--- src/rtl/pc_ir_stage_pkg.sv ---
// Shared definitions for the PC/IR fetch stage: next-PC select encodings,
// default widths and the instruction field bit positions.
package pc_ir_stage_pkg;

  localparam int unsigned DwlDefault = 32;
  localparam int unsigned AwlDefault = 6;

  typedef enum logic [1:0] {
    PC_INC = 2'b00,
    PC_BR  = 2'b01,
    PC_JMP = 2'b10,
    PC_RSV = 2'b11
  } pc_sel_e;

  localparam int unsigned OpcHi   = 31;
  localparam int unsigned OpcLo   = 26;
  localparam int unsigned RsHi    = 25;
  localparam int unsigned RsLo    = 21;
  localparam int unsigned RtHi    = 20;
  localparam int unsigned RtLo    = 16;
  localparam int unsigned RdHi    = 15;
  localparam int unsigned RdLo    = 11;
  localparam int unsigned ImmHi   = 15;
  localparam int unsigned ImmLo   = 0;
  localparam int unsigned FunctHi = 5;
  localparam int unsigned FunctLo = 0;
  localparam int unsigned JIdxHi  = 25;
  localparam int unsigned JIdxLo  = 0;
  localparam int unsigned PcRgHi  = 31;
  localparam int unsigned PcRgLo  = 28;

endpackage

--- src/rtl/pc_ir_stage_if.sv ---
// Control/data bundle between the control path and the PC/IR fetch stage.
interface pc_ir_stage_if #(
  parameter int unsigned DWL = 32,
  parameter int unsigned AWL = 6
);
  logic           pc_we;
  logic           branch;
  logic           zero;
  logic [AWL-5:0] pc_sel;
  logic           ir_we;
  logic [DWL-1:0] mem_rd;
  logic [DWL-1:0] alu_result;
  logic [DWL-1:0] alu_out;

  logic [DWL-1:0] pc;
  logic [DWL-1:0] instr;
  logic [DWL-1:0] mdr;
  logic [AWL-1:0] opcode;
  logic [AWL-1:0] funct;
  logic [4:0]     rs;
  logic [4:0]     rt;
  logic [4:0]     rd;
  logic [15:0]    imm;
  logic           pc_en;
  logic [31:0]    instr_count;
  logic [31:0]    cycle_count;
  logic           pc_sel_err;
  logic           misalign;

  modport master (
    output pc_we, branch, zero, pc_sel, ir_we, mem_rd, alu_result, alu_out,
    input  pc, instr, mdr, opcode, funct, rs, rt, rd, imm, pc_en,
           instr_count, cycle_count, pc_sel_err, misalign
  );

  modport slave (
    input  pc_we, branch, zero, pc_sel, ir_we, mem_rd, alu_result, alu_out,
    output pc, instr, mdr, opcode, funct, rs, rt, rd, imm, pc_en,
           instr_count, cycle_count, pc_sel_err, misalign
  );
endinterface

--- src/rtl/en_reg.sv ---
// Width-parameterised register with enable, synchronous active-low reset
// and a configurable reset value.
module en_reg #(
  parameter int unsigned         Width    = 32,
  parameter logic [Width-1:0]    ResetVal = '0
) (
  input  logic             clk_i,
  input  logic             rst_ni,
  input  logic             en_i,
  input  logic [Width-1:0] d_i,
  output logic [Width-1:0] q_o
);

  always_ff @(posedge clk_i) begin
    if (!rst_ni) begin
      q_o <= ResetVal;
    end else if (en_i) begin
      q_o <= d_i;
    end
  end

endmodule

--- src/rtl/pc_ir_stage.sv ---
// Fetch stage of a multicycle MIPS-style core: PC, instruction register,
// memory data register, decode slices, counters and sticky error flags.
module pc_ir_stage
  import pc_ir_stage_pkg::*;
#(
  parameter int unsigned    DWL      = DwlDefault,
  parameter int unsigned    AWL      = AwlDefault,
  parameter logic [DWL-1:0] RESET_PC = '0
) (
  input logic          clk_i,
  input logic          rst_ni,
  pc_ir_stage_if.slave bus
);

  logic [DWL-1:0] pc_q, instr_q, pc_next, mdr_q;
  logic [31:0]    instr_count_q, cycle_count_q;
  logic           pc_sel_err_q, pc_sel_err_d, misalign_q, misalign_d;
  logic           pc_en;
  pc_sel_e        sel;

  assign sel   = pc_sel_e'(bus.pc_sel);
  assign pc_en = bus.pc_we | (bus.branch & bus.zero);

  // Jump target is built from the old PC and old Instr, even when IR loads this edge.
  always_comb begin
    pc_next = pc_q;
    unique case (sel)
      PC_INC:  pc_next = bus.alu_result;
      PC_BR:   pc_next = bus.alu_out;
      PC_JMP:  pc_next = DWL'({pc_q[PcRgHi:PcRgLo], instr_q[JIdxHi:JIdxLo], 2'b00});
      PC_RSV:  pc_next = pc_q;
      default: pc_next = pc_q;
    endcase
  end

  always_comb begin
    pc_sel_err_d = pc_sel_err_q | (pc_en & (sel == PC_RSV));
    misalign_d   = misalign_q | (pc_en & (sel != PC_RSV) & (|pc_next[1:0]));
  end

  en_reg #(
    .Width    (DWL),
    .ResetVal (RESET_PC)
  ) u_pc_reg (
    .clk_i  (clk_i),
    .rst_ni (rst_ni),
    .en_i   (pc_en),
    .d_i    (pc_next),
    .q_o    (pc_q)
  );

  en_reg #(
    .Width    (DWL),
    .ResetVal ('0)
  ) u_ir_reg (
    .clk_i  (clk_i),
    .rst_ni (rst_ni),
    .en_i   (bus.ir_we),
    .d_i    (bus.mem_rd),
    .q_o    (instr_q)
  );

  always_ff @(posedge clk_i) begin
    if (!rst_ni) begin
      mdr_q         <= '0;
      instr_count_q <= '0;
      cycle_count_q <= '0;
      pc_sel_err_q  <= 1'b0;
      misalign_q    <= 1'b0;
    end else begin
      mdr_q         <= bus.mem_rd;
      instr_count_q <= instr_count_q + 32'(bus.ir_we);
      cycle_count_q <= cycle_count_q + 32'd1;
      pc_sel_err_q  <= pc_sel_err_d;
      misalign_q    <= misalign_d;
    end
  end

  assign bus.pc          = pc_q;
  assign bus.instr       = instr_q;
  assign bus.mdr         = mdr_q;
  assign bus.opcode      = AWL'(instr_q[OpcHi:OpcLo]);
  assign bus.funct       = AWL'(instr_q[FunctHi:FunctLo]);
  assign bus.rs          = instr_q[RsHi:RsLo];
  assign bus.rt          = instr_q[RtHi:RtLo];
  assign bus.rd          = instr_q[RdHi:RdLo];
  assign bus.imm         = instr_q[ImmHi:ImmLo];
  assign bus.pc_en       = pc_en;
  assign bus.instr_count = instr_count_q;
  assign bus.cycle_count = cycle_count_q;
  assign bus.pc_sel_err  = pc_sel_err_q;
  assign bus.misalign    = misalign_q;

endmodule
--- src/flat_wrapper.sv ---
// flat-port wrapper written by rule: the top's interface ports become plain ports
module pc_ir_stage_flat import pc_ir_stage_pkg::*;
#(
  parameter int unsigned    DWL      = DwlDefault,
  parameter int unsigned    AWL      = AwlDefault,
  parameter logic [DWL-1:0] RESET_PC = '0
)
  (clk_i, rst_ni, bus_pc_we, bus_branch, bus_zero, bus_pc_sel, bus_ir_we, bus_mem_rd, bus_alu_result, bus_alu_out, bus_pc, bus_instr, bus_mdr, bus_opcode, bus_funct, bus_rs, bus_rt, bus_rd, bus_imm, bus_pc_en, bus_instr_count, bus_cycle_count, bus_pc_sel_err, bus_misalign);
  pc_ir_stage_if #(.DWL(DWL), .AWL(AWL)) bus_i ();
  input logic clk_i;
  input logic rst_ni;
  input wire logic [$bits(bus_i.pc_we)-1:0] bus_pc_we;
  input wire logic [$bits(bus_i.branch)-1:0] bus_branch;
  input wire logic [$bits(bus_i.zero)-1:0] bus_zero;
  input wire logic [$bits(bus_i.pc_sel)-1:0] bus_pc_sel;
  input wire logic [$bits(bus_i.ir_we)-1:0] bus_ir_we;
  input wire logic [$bits(bus_i.mem_rd)-1:0] bus_mem_rd;
  input wire logic [$bits(bus_i.alu_result)-1:0] bus_alu_result;
  input wire logic [$bits(bus_i.alu_out)-1:0] bus_alu_out;
  output wire logic [$bits(bus_i.pc)-1:0] bus_pc;
  output wire logic [$bits(bus_i.instr)-1:0] bus_instr;
  output wire logic [$bits(bus_i.mdr)-1:0] bus_mdr;
  output wire logic [$bits(bus_i.opcode)-1:0] bus_opcode;
  output wire logic [$bits(bus_i.funct)-1:0] bus_funct;
  output wire logic [$bits(bus_i.rs)-1:0] bus_rs;
  output wire logic [$bits(bus_i.rt)-1:0] bus_rt;
  output wire logic [$bits(bus_i.rd)-1:0] bus_rd;
  output wire logic [$bits(bus_i.imm)-1:0] bus_imm;
  output wire logic [$bits(bus_i.pc_en)-1:0] bus_pc_en;
  output wire logic [$bits(bus_i.instr_count)-1:0] bus_instr_count;
  output wire logic [$bits(bus_i.cycle_count)-1:0] bus_cycle_count;
  output wire logic [$bits(bus_i.pc_sel_err)-1:0] bus_pc_sel_err;
  output wire logic [$bits(bus_i.misalign)-1:0] bus_misalign;
  assign bus_i.pc_we = bus_pc_we;
  assign bus_i.branch = bus_branch;
  assign bus_i.zero = bus_zero;
  assign bus_i.pc_sel = bus_pc_sel;
  assign bus_i.ir_we = bus_ir_we;
  assign bus_i.mem_rd = bus_mem_rd;
  assign bus_i.alu_result = bus_alu_result;
  assign bus_i.alu_out = bus_alu_out;
  assign bus_pc = bus_i.pc;
  assign bus_instr = bus_i.instr;
  assign bus_mdr = bus_i.mdr;
  assign bus_opcode = bus_i.opcode;
  assign bus_funct = bus_i.funct;
  assign bus_rs = bus_i.rs;
  assign bus_rt = bus_i.rt;
  assign bus_rd = bus_i.rd;
  assign bus_imm = bus_i.imm;
  assign bus_pc_en = bus_i.pc_en;
  assign bus_instr_count = bus_i.instr_count;
  assign bus_cycle_count = bus_i.cycle_count;
  assign bus_pc_sel_err = bus_i.pc_sel_err;
  assign bus_misalign = bus_i.misalign;
  pc_ir_stage #(.DWL(DWL), .AWL(AWL), .RESET_PC(RESET_PC)) u_core (.clk_i(clk_i), .rst_ni(rst_ni), .bus(bus_i));
endmodule
--- config.mk ---
export PLATFORM = sky130hd
export DESIGN_NAME = pc_ir_stage_flat
export DESIGN_NICKNAME = d
export VERILOG_FILES = /design/src/rtl/pc_ir_stage_pkg.sv /design/src/rtl/pc_ir_stage_if.sv /design/src/rtl/en_reg.sv /design/src/rtl/pc_ir_stage.sv /design/src/flat_wrapper.sv
export SDC_FILE = /design/constraint.sdc
export NUM_CORES = 1
export LEC_CHECK = 0
export BUFFER_PORTS_ARGS = -buffer_cell sky130_fd_sc_hd__buf_2
export CORE_ASPECT_RATIO = 0.5
export CORE_MARGIN = 4
export CORE_UTILIZATION = 47
export DETAILED_ROUTE_END_ITERATION = 10
export PLACE_DENSITY = 0.9
export SKIP_CTS_REPAIR_TIMING = 1
export SLEW_MARGIN = 20
export SYNTH_ARGS = -nofsm -noshare
export SYNTH_HDL_FRONTEND = slang
export SYNTH_SLANG_ARGS = --single-unit
--- constraint.sdc ---
create_clock -name clk_i -period 2.6 [get_ports clk_i]
set_clock_uncertainty 0.05 [all_clocks]
set_input_delay 0.26 -clock clk_i [delete_from_list [all_inputs] [get_ports clk_i]]
set_output_delay 0.26 -clock clk_i [all_outputs]
set_load 0.02 [all_outputs]
After elaboration in Yosys (flattened, before gate mapping)

Cells that the tools add are included.

Register bits after elaboration: 162
Output and inout port bits: 206
Logic and storage cells: 29

Add/sub/neg operators: 2
Equal/unequal tests: 4
Mux-type cells: 1
Bitwise gates (word level): 9
Reduce and logical (&&, ||, !) cells: 4

Operator list:

| cell                                                                   | count |
|---|---|
| 32-bit one-hot mux with 4 select lines                                 | 1 |
| 32-bit by 1-bit adder with 32-bit output                               | 1 |
| 32-bit by 1-bit adder with 32-bit output (second input constant)       | 1 |
| 1-bit bitwise AND                                                      | 4 |
| 2-bit equality test (second input constant)                            | 2 |
| 1-bit OR                                                               | 3 |
| 3-bit AND reduction                                                    | 1 |
| 2-bit by 1-bit equality test with 1-bit output (second input constant) | 1 |
| 2-bit zero test                                                        | 1 |
| 2-bit != test (second input constant)                                  | 1 |
| 1-bit NOT                                                              | 2 |
| 2-bit AND reduction                                                    | 1 |
| 2-bit OR reduction                                                     | 1 |

Logic depth before layout (Yosys ltp)

Gate-level depths: netlist of run 1.

Depth in word-level cells: 5
Mapped depth: 8
Mapped depth without buffers: 6

Modules after synthesis

From an unflattened synthesis of run 1, not the netlist that was laid out.

Cell total of the unflattened synthesis: 728
Area, all modules: 7465.9 um^2

By module, submodules not included:

| module      | instances | cells an instance | area each (um^2) | seq. area each (um^2) |
|---|---|---|---|---|
| pc_ir_stage | 1         | 522               | 4978.5           | 1961.9 |
| en_reg      | 2         | 103               | 1243.7           | 640.6 |

Worst setup path before layout of run 1

Ideal clock, no wire load.

Path type: flip-flop to flip-flop
From: register u_core.instr_count_q[0] (netlist: u_core.bus.instr_count[0])
To: register u_core.instr_count_q[22] (netlist: u_core.bus.instr_count[22])
Library setup time: 0.070 ns
Data arrival time: 2.245 ns
Data required time: 2.480 ns
Setup slack: 0.234 ns
Cell stages (with the launch flop): 8
Path buffers: 1
Clock period less this slack: 2.366 ns
Path through: dfxtp_1 ha_1 ha_1 nand4_2 or4_1 buf_2 or4_1 a21oi_1

Longest elaborated chain between the ends: 1

RTL lines:

| element                                  | RTL line          | text |
|---|---|---|
| start, declared                          | pc_ir_stage.sv:16 | `logic [31:0] instr_count_q, cycle_count_q;` |
| start signal, assigned                   | pc_ir_stage.sv:72 | `instr_count_q <= instr_count_q + 32'(bus.ir_we);` |
| 32-bit by 1-bit adder with 32-bit output | pc_ir_stage.sv:72 |  |

Every way passes these cells.
A chain may end at the register's enable or synchronous reset.

Worst setup path in the final report of run 1

Ends and elaborated chain as after synthesis.

==> impl_metrics.json, run 1 <==
{
  "status": "finished clean",
  "fmax_mhz": 405,
  "timing.final.crit_share_pct": 94.9,
  "start_util_pct": 48.1,
  "numClockSinks": 162,
  "cp.required_ns": 2.87,
  "multi_input_area_um2": 3170,
  "synth_edf_count": 0,
  "worstReg2RegEnd": "u_core.bus.instr_count[22]",
  "cp_max_fo": 17,
  "nFillCells": 1244,
  "drv_slew": 0,
  "setup_viol": 0,
  "crit_type": "reg2reg",
  "hold_path_class": "in2reg",
  "p_leak_nw": 4.21,
  "worst_pin_slew_ns": 0.623,
  "period_needed_ns": 2.47,
  "wl_mm": 20.3,
  "die_y_um": 94.1,
  "synth.avg_cell_area_um2": 9.01,
  "via_count": 6506,
  "ant_nets": 0,
  "avgViaCountPerCell": 5.29,
  "r2r_start": "u_core.bus.instr_count[0]",
  "dpl.hpwl_mm": 15.0,
  "synth.most_common_cell": "dfxtp_1",
  "grt_pass1_wl_mm": 31.6,
  "hold_start": "bus_mem_rd[7]",
  "peakVddDrop_mv": 0.454,
  "drt_pass1_iterations": 5,
  "top_layer": "met4",
  "synthTopCellsByArea": "dfxtp_1, mux2i_1, nor2_1",
  "power_mw": 6.04,
  "grt_antenna_before_repair": 0,
  "ys_seq_area_share_pct": 46.5,
  "drtIter0Drc": 414,
  "clk_pin_slew_ns": 0.06,
  "remaining_drc_errors": 0,
  "nNetsFinal": 1128,
  "wl_met2_mm": 10.3,
  "syn_to_final_growth_pct": 29.0,
  "cts_tree": "built",
  "drv_cap": 0,
  "finalHoldViolations": 0,
  "postSynth.asyncResetShare_pct": 0,
  "synth_warnings": 0,
  "numCtsBuffers": 17,
  "synth_ff_type": "dfxtp_1",
  "grt_max_degree": 63,
  "portBuffers": 309,
  "cp-end-kind": "flip-flop",
  "arrival_ns": 2.73,
  "start_kind": "flip-flop",
  "reg2reg_depth": 6,
  "whs_ns": 0.0258,
  "clock_path_buffers": 2,
  "pin_count": 310,
  "netlist_area_um2": 6970,
  "syn_nets": 882,
  "ys_seq_elements": 162,
  "clock_latency_ns": 0.41,
  "fp.dieW_um": 180,
  "globalplace.congestion": 0.824,
  "synth_cell_types": 35,
  "p_per_area_nw_per_um2": 671,
  "drive_gt1_share_pct": 34.9,
  "cts-root-buf": "clkbuf_16",
  "yosysTopAreaCell": "dfxtp_1",
  "wl_met3_mm": 1.04,
  "drt-met1-wl_mm": 8.55,
  "grt_overflow_total": 0,
  "h-tree-depth": 4,
  "reg2reg_slack_ns": 0.13,
  "design.core.area_um2": 14500,
  "synth_top_area_share_pct": 46.5,
  "die_area_um2": 17000,
  "grt_pass1_vias": 6336,
  "min_to": "u_core.bus.mdr[7]",
  "slew_headroom_pct": 58.4,
  "grtUsageTotal_pct": 22.4,
  "antenna_cells": 0,
  "whs_path_depth": 2,
  "grt_setup_unrepaired": "no",
  "drt-wirelength-per-cell_um": 16.5,
  "layout.area.seq_um2": 3240,
  "num_rows": 31,
  "syn_inst": 774,
  "synth_common_cells": "dfxtp_1, nor2_1, mux2i_1, buf_4"
}
==> area by class of cell <==
| type | instances | area share (%) |
|---|---|---|
| clock buffers | 19 | 4.92 |
| clock inverters | 13 | 1.93 |
| inverters | 14 | 0.598 |
| multi-input cells | 505 | 35.2 |
| flip-flops and latches | 162 | 36.0 |
| well taps | 198 | 2.75 |
| repair buffers | 320 | 18.5 |
==> power by group <==
| part | internal (mW) | leakage [nW] | total, mW | switching (mW) |
|---|---|---|---|---|
| clock network | 1.56 | 0.292 | 2.62 | 1.06 |
| registers | 2.59 | 1.33 | 2.66 | 0.0738 |
| logic | 0.288 | 2.59 | 0.763 | 0.475 |
| total | 4.44 | 4.21 | 6.04 | 1.61 |
==> how the worst max path moves through the flow <==
stage,endpoint,depth (start not counted),from,slack [ns]
3_3_place_gp,u_core.bus.instr_count[22],7,bus_ir_we,0.14
4_1_cts,u_core.bus.instr_count[22],6,u_core.bus.instr_count[0],-0.04
3_5_place_dp,u_core.bus.instr_count[22],7,bus_ir_we,-0.03
6_report,u_core.bus.instr_count[22],6,u_core.bus.instr_count[0],0.13
5_1_grt,u_core.bus.instr_count[22],6,u_core.bus.instr_count[0],0.02
2_1_floorplan,u_core.bus.instr_count[22],7,u_core.bus.instr_count[0],0.23
==> metrics by stage <==
stage                     util [%]  setup slack, ns  cell area, um2  setup TNS, ns  instances
final                         62.0            0.132            9000              0       1231
after global routing          62.0           0.0184            9000              0       1231
after CTS                     62.0          -0.0361            8990        -0.0361       1231
after detailed placement      57.7          -0.0346            8380        -0.0346       1199
after global placement        57.7            0.135            8380              0       1199
after floorplan                  -            0.234            6970              0        774
==> state kept, by name (all words and copies together) (netlist names) <==
name                    cells
u_core.u_ir_reg.q_o        32
u_core.u_pc_reg.q_o        32
u_core.bus.pc_sel_err       1
u_core.bus.cycle_count     32
u_core.bus.misalign         1
u_core.bus.mdr             32
u_core.bus.instr_count     32
==> cell families after synthesis <==
family,after synthesis,share of synthesized area (%)
AO/OA/AOI/OAI,107,9.74
AND/OR/NAND/NOR,305,22.4
buffers and inverters,107,8.18
XOR/XNOR,22,2.76
flip-flops,162,46.5
multiplexers,67,9.64
adder cells (fa/ha/maj),4,0.718
==> critical path: stages, from the launching register on <==
cell and delay [ns]:
dfxtp_1 0.37, ha_1 0.20, ha_1 0.23, nand4_2 0.20
or4_4 0.67, or4_1 0.51, a21oi_1 0.16
==> layer usage <==
layer  vias up  track usage [%]
li1       3169                -
met4         0             7.17
met2       212             39.3
met1      3086             27.6
met3        39             5.14
met5         -                0
==> placed cells by master (no fill, tap or decap), drive strengths merged <==
master	count
nand2b	3
a211oi	30
nor4	7
clkinv	3
clkinvlp	3
ha	4
xnor2	15
and4	7
nand2	21
and3	5
mux2i	66
clkbuf	19
or2	3
xor2	7
bufinv	3
nor3	31
or3	11
o31ai	24
nor2b	1
a31oi	1
or4	28
dfxtp	162
o21ai	11
nand3	20
nor2	116
and2	37
a21o	2
mux2	1
nand4	15
a22oi	1
inv	18
buf	320
a21oi	38
Note: power is estimated with default switching activity, not from simulation.
==> run 2, diff against run 1 <==
Settings changed: CORE_UTILIZATION 47 to 48, PLACE_DENSITY 0.9 to 0.85, SYNTH_HIERARCHICAL set to 1.
==> impl_metrics.json, run 2 <==
{
  "status": "finished clean",
  "synth.avg_cell_area_um2": 10.3,
  "antenna_cells": 0,
  "globalplace.congestion": 0.863,
  "finalHoldViolations": 0,
  "layout_common_cells": "buf_2, dfxtp_1, mux2i_1, nor2b_1, and2_1",
  "start_util_pct": 50.3,
  "drv_slew": 0,
  "p_per_area_nw_per_um2": 628,
  "setup_viol": 0,
  "h-tree-depth": 4,
  "synth_common_cells": "dfxtp_1, mux2i_1, nor2b_1, buf_4, and2_1",
  "grt_antenna_before_repair": 0,
  "postSynth.asyncResetShare_pct": 0,
  "worst_pin_slew_ns": 1.02,
  "synth_warnings": 6,
  "grt_overflow_total": 0,
  "cp_max_fo": 16,
  "synth_edf_count": 0,
  "die_y_um": 96.2,
  "via_count": 6239,
  "dpl.hpwl_mm": 14.6,
  "portBuffers": 309,
  "syn_to_final_growth_pct": 24.4,
  "drtIter0Drc": 353,
  "ant_nets": 0,
  "wl_mm": 20.0,
  "num_rows": 31,
  "numClockSinks": 162,
  "grt_util_met2_pct": 36.5,
  "avgViaCountPerCell": 5.26,
  "postLayoutCoreUtil_pct": 62.5,
  "fmax_mhz": 425,
  "netlist_area_um2": 7470,
  "crit_type": "reg2reg",
  "cts_tree": "built",
  "grt_pass1_vias": 5871,
  "synth_top_area_share_pct": 43.4,
  "gr-usage-met1_pct": 25.4,
  "design.core.area_um2": 14900,
  "peakVddDrop_mv": 0.413,
  "synth_ff_type": "dfxtp_1",
  "synthTopCellsByArea": "dfxtp_1, mux2i_1, mux4_2",
  "cts-root-buf": "clkbuf_16",
  "ys_seq_area_share_pct": 43.4,
  "period_needed_ns": 2.35,
  "grt_max_degree": 114,
  "clk_pin_slew_ns": 0.07,
  "path_cells": "nand4_1, or4b_1, or4_1, a21oi_1",
  "final_common_cell": "buf_2",
  "clock_path_buffers": 2,
  "drv_cap": 0,
  "die_area_um2": 17700,
  "grt_setup_unrepaired": "no",
  "path_buf_inv": 0,
  "fin_setup_tns_ns": 0,
  "clock_latency_ns": 0.41,
  "top_usage_layer": "met2",
  "yosysTopAreaCell": "dfxtp_1",
  "nFillCells": 1210,
  "synth.most_common_cell": "dfxtp_1",
  "fp.dieW_um": 184,
  "slew_headroom_pct": 31.6,
  "synth_cell_types": 38,
  "crit_slowest_cell": "or4b_1",
  "p_leak_nw": 4.27,
  "max_stage_delay_ns": 0.82,
  "ys_seq_elements": 162,
  "grt_pass1_wl_mm": 29.5,
  "remaining_drc_errors": 0,
  "syn_inst": 728,
  "nNetsFinal": 1082,
  "timing.final.crit_share_pct": 90.5,
  "pin_count": 310,
  "arrival_ns": 2.63,
  "drive_gt1_share_pct": 38.9,
  "drt-wirelength-per-cell_um": 16.9,
  "cp.required_ns": 2.88,
  "met3_usage_pct": 4.45,
  "hold_path_class": "in2reg",
  "cp-end-kind": "flip-flop",
  "drt_pass1_iterations": 5,
  "start_kind": "flip-flop",
  "syn_nets": 835,
  "numCtsBuffers": 17,
  "grtUsageTotal_pct": 20.7,
  "crit_family": "simple AND/OR/NAND/NOR gates"
}
## run 2: changes by cell type after synthesis, sizes merged, moves of 7 or more
cell	delta
a211oi	-30
clkbuf	-12
mux2i	+7
mux4	+26
nand2	+9
nor2	-88
nor2b	+63
nor3	-27
or4	-7
## run 2: final timing paths
path              cells past startpoint                       from                    endpoint  slack [ns]
hold reg to reg                       2        u_core/bus.misalign         u_core/bus.misalign        0.40
setup reg to reg                      4  u_core/bus.cycle_count[8]  u_core/bus.cycle_count[25]        0.25
setup / recovery                      4  u_core/bus.cycle_count[8]  u_core/bus.cycle_count[25]        0.25
hold / removal                        2              bus_mem_rd[7]           u_core/bus.mdr[7]        0.01
## run 2: where the power goes
part / switching [mW] / internal, mW / leakage, nW
Sequential: 0.0735 / 2.58 / 1.33
Clock: 1.05 / 1.36 / 0.269
Combinational: 0.430 / 0.331 / 2.67
## run 2: per-stage QoR
step / setup slack, ns / hold WS, ns / cell area, um2 / total power, mW / std cells
finish: 0.248 / 0.0137 / 9290 / 5.83 / 1186
global route: 0.0805 / 0.00607 / 9290 / 6.05 / 1186
CTS: 0.244 / -0.00800 / 9290 / 5.88 / 1186
detailed placement: 0.258 / 0.386 / 8710 / 3.48 / 1154
global placement: 0.329 / 0.382 / 8710 / 3.45 / 1154
floorplan: 0.302 / 0.332 / 7470 / 3.25 / 728
## run 2: final cells by class
type	count	area, um2	share of cell area (%)
multi-input combinational	467	3570	38.5
sequential	162	3240	34.9
timing repair buffer	315	1600	17.3
clock buffer	18	439	4.73
tap	198	248	2.67
clock inverter	14	131	1.41
inverter	12	45.0	0.485
## run 2: cells by family after synthesis
group / synth area share (%)
adders and majority gates: 0.503
muxes: 17.9
and+or+nand+nor: 20.9
buffers and inverters: 8.68
xor gates and xnor gates: 2.70
DFF: 43.4
AOI/OAI and AO/OA: 5.85
## run 2: worst register-to-register path: stages, from the launching register on
cell,delay [ns]
dfxtp_1,0.43
nand4_1,0.23
or4b_1,0.82
or4_1,0.58
a21oi_1,0.17
## run 2: routing by layer
layer | vias to the layer above | wire, um
li1 | 3028 | -
met1 | 2993 | 8320
met2 | 194 | 10200
met3 | 24 | 1180
met4 | 0 | 308
met5 | - | 0
==> run 3, diff against run 2 <==
--- a/config.mk
+++ b/config.mk
@@ -10,6 +10,7 @@
 export CORE_MARGIN = 4
-export CORE_UTILIZATION = 48
+export CORE_UTILIZATION = 45
 export DETAILED_ROUTE_END_ITERATION = 10
-export PLACE_DENSITY = 0.85
+export PLACE_DENSITY = 0.81
 export SKIP_CTS_REPAIR_TIMING = 1
+export SKIP_LAST_GASP = 1
 export SLEW_MARGIN = 20
==> constraint.sdc (replaced) <==
create_clock -name clk_i -period 2.6 [get_ports clk_i]
set_clock_uncertainty 0.05 [all_clocks]
set_input_delay 0.13 -clock clk_i [delete_from_list [all_inputs] [get_ports clk_i]]
set_output_delay 0.13 -clock clk_i [all_outputs]
set_load 0.02 [all_outputs]
==> impl_metrics.json, run 3 (synthesis gave the netlist of run 2 again) <==
{
  "portBuffers": 309,
  "drive_gt1_share_pct": 37.7,
  "nNetsFinal": 1115,
  "grtUsageTotal_pct": 21.3,
  "clock_latency_ns": 0.41,
  "h-tree-depth": 4,
  "top_usage_layer": "met2",
  "start_kind": "flip-flop",
  "layout_common_cells": "buf_2, dfxtp_1, mux2i_1, nor2b_1, and2_1",
  "cp_max_fo": 16,
  "numCtsBuffers": 17,
  "placed_area_um2": 8750,
  "peakVddDrop_mv": 0.422,
  "reg2reg_slack_ns": 0.26,
  "status": "finished clean",
  "path_buf_inv": 0,
  "globalplace.congestion": 0.832,
  "design.core.area_um2": 15800,
  "num_rows": 32,
  "period_needed_ns": 2.34,
  "cts-root-buf": "clkbuf_16",
  "final_common_cell": "buf_2",
  "syn_to_final_growth_pct": 29.9,
  "grt_overflow_total": 0,
  "grt_setup_unrepaired": "no",
  "wl_mm": 21.6,
  "grt_pass1_wl_mm": 33.0,
  "slew_headroom_pct": 31.4,
  "hold_path_class": "in2reg",
  "post-route-worst-setup-slack_ns": 0.261,
  "cp-end-kind": "flip-flop",
  "gr-usage-met1_pct": 25.6,
  "nFillCells": 1359,
  "postLayoutCellArea_um2": 9700,
  "fmax_mhz": 428,
  "met3_usage_pct": 4.64,
  "drt_pass1_iterations": 5,
  "cts_tree": "built",
  "fp.dieW_um": 190,
  "postLayoutCoreUtil_pct": 61.3,
  "pin_count": 310,
  "path_cells": "nand4_1, or4b_1, or4_1, a21oi_1",
  "grt_antenna_before_repair": 2,
  "startpoint": "u_core/bus.cycle_count[9]",
  "r2r_start": "u_core/bus.cycle_count[9]",
  "crit_family": "simple AND/OR/NAND/NOR gates",
  "dpl.hpwl_mm": 15.5,
  "hold_start": "bus_ir_we",
  "drt-wirelength-per-cell_um": 17.3,
  "arrival_ns": 2.61,
  "whs_ns": 0.0155,
  "worst_pin_slew_ns": 1.03,
  "power_mw": 6.11,
  "setup_viol": 0,
  "start_util_pct": 47.2,
  "finalHoldViolations": 0,
  "p_per_area_nw_per_um2": 630,
  "layout.cells.non_filler": 1243,
  "die_y_um": 99.1,
  "numClockSinks": 162,
  "grt_util_met2_pct": 38.0,
  "drtIter0Drc": 314,
  "cp.required_ns": 2.88,
  "grt_max_degree": 59,
  "timing.final.crit_share_pct": 89.9,
  "dp_cells": 1178,
  "clock_path_buffers": 2,
  "avgViaCountPerCell": 5.20,
  "ant_nets": 0,
  "via_count": 6469,
  "preCtsSetupSlack_ns": 0.309,
  "max_stage_delay_ns": 0.83,
  "drv_cap": 0,
  "p_leak_nw": 4.44,
  "grt_pass1_vias": 6411,
  "crit_type": "reg2reg",
  "clk_pin_slew_ns": 0.07,
  "fin_setup_tns_ns": 0,
  "crit_slowest_cell": "or4b_1",
  "remaining_drc_errors": 0,
  "drv_slew": 0,
  "die_area_um2": 18800
}
==> run 3: routing by layer <==
layer  wire length, um  vias to the layer above
li1                  -                     3088
met1              8910                     3123
met4               400                        2
met3              1130                       39
met2             11100                      217
met5                15                        -
==> run 3: path summary, 6_finish.rpt <==
kind	endpoint	cells past startpoint
worst max-delay path	u_core/bus.cycle_count[25]	4
worst min-delay path	u_core/bus.instr_count[0]	3
worst max register to register	u_core/bus.cycle_count[25]	4
worst min register to register	u_core/bus.pc_sel_err	2
==> run 3: final cells by class <==
| type | instances | area, um2 | share of cell area, % |
|---|---|---|---|
| multi-input cells | 467 | 3570 | 36.9 |
| flip-flops and latches | 162 | 3240 | 33.4 |
| repair buffers | 348 | 1930 | 19.9 |
| clock buffers | 19 | 453 | 4.67 |
| well taps | 221 | 277 | 2.85 |
| clock inverters | 13 | 173 | 1.78 |
| inverters | 12 | 45.0 | 0.464 |
| diodes | 1 | 2.50 | 0.0258 |
==> run 3: power breakdown <==
part           total [mW]  internal (mW)  switching, mW
registers            2.66           2.58         0.0778
clock network        2.64           1.59           1.06
logic               0.807          0.362          0.446
==> run 3: worst reg2reg max path: stages, from the launching register on <==
cell and delay [ns]:
dfxtp_1 0.41, nand4_1 0.23, or4b_1 0.83, or4_1 0.58, a21oi_1 0.16
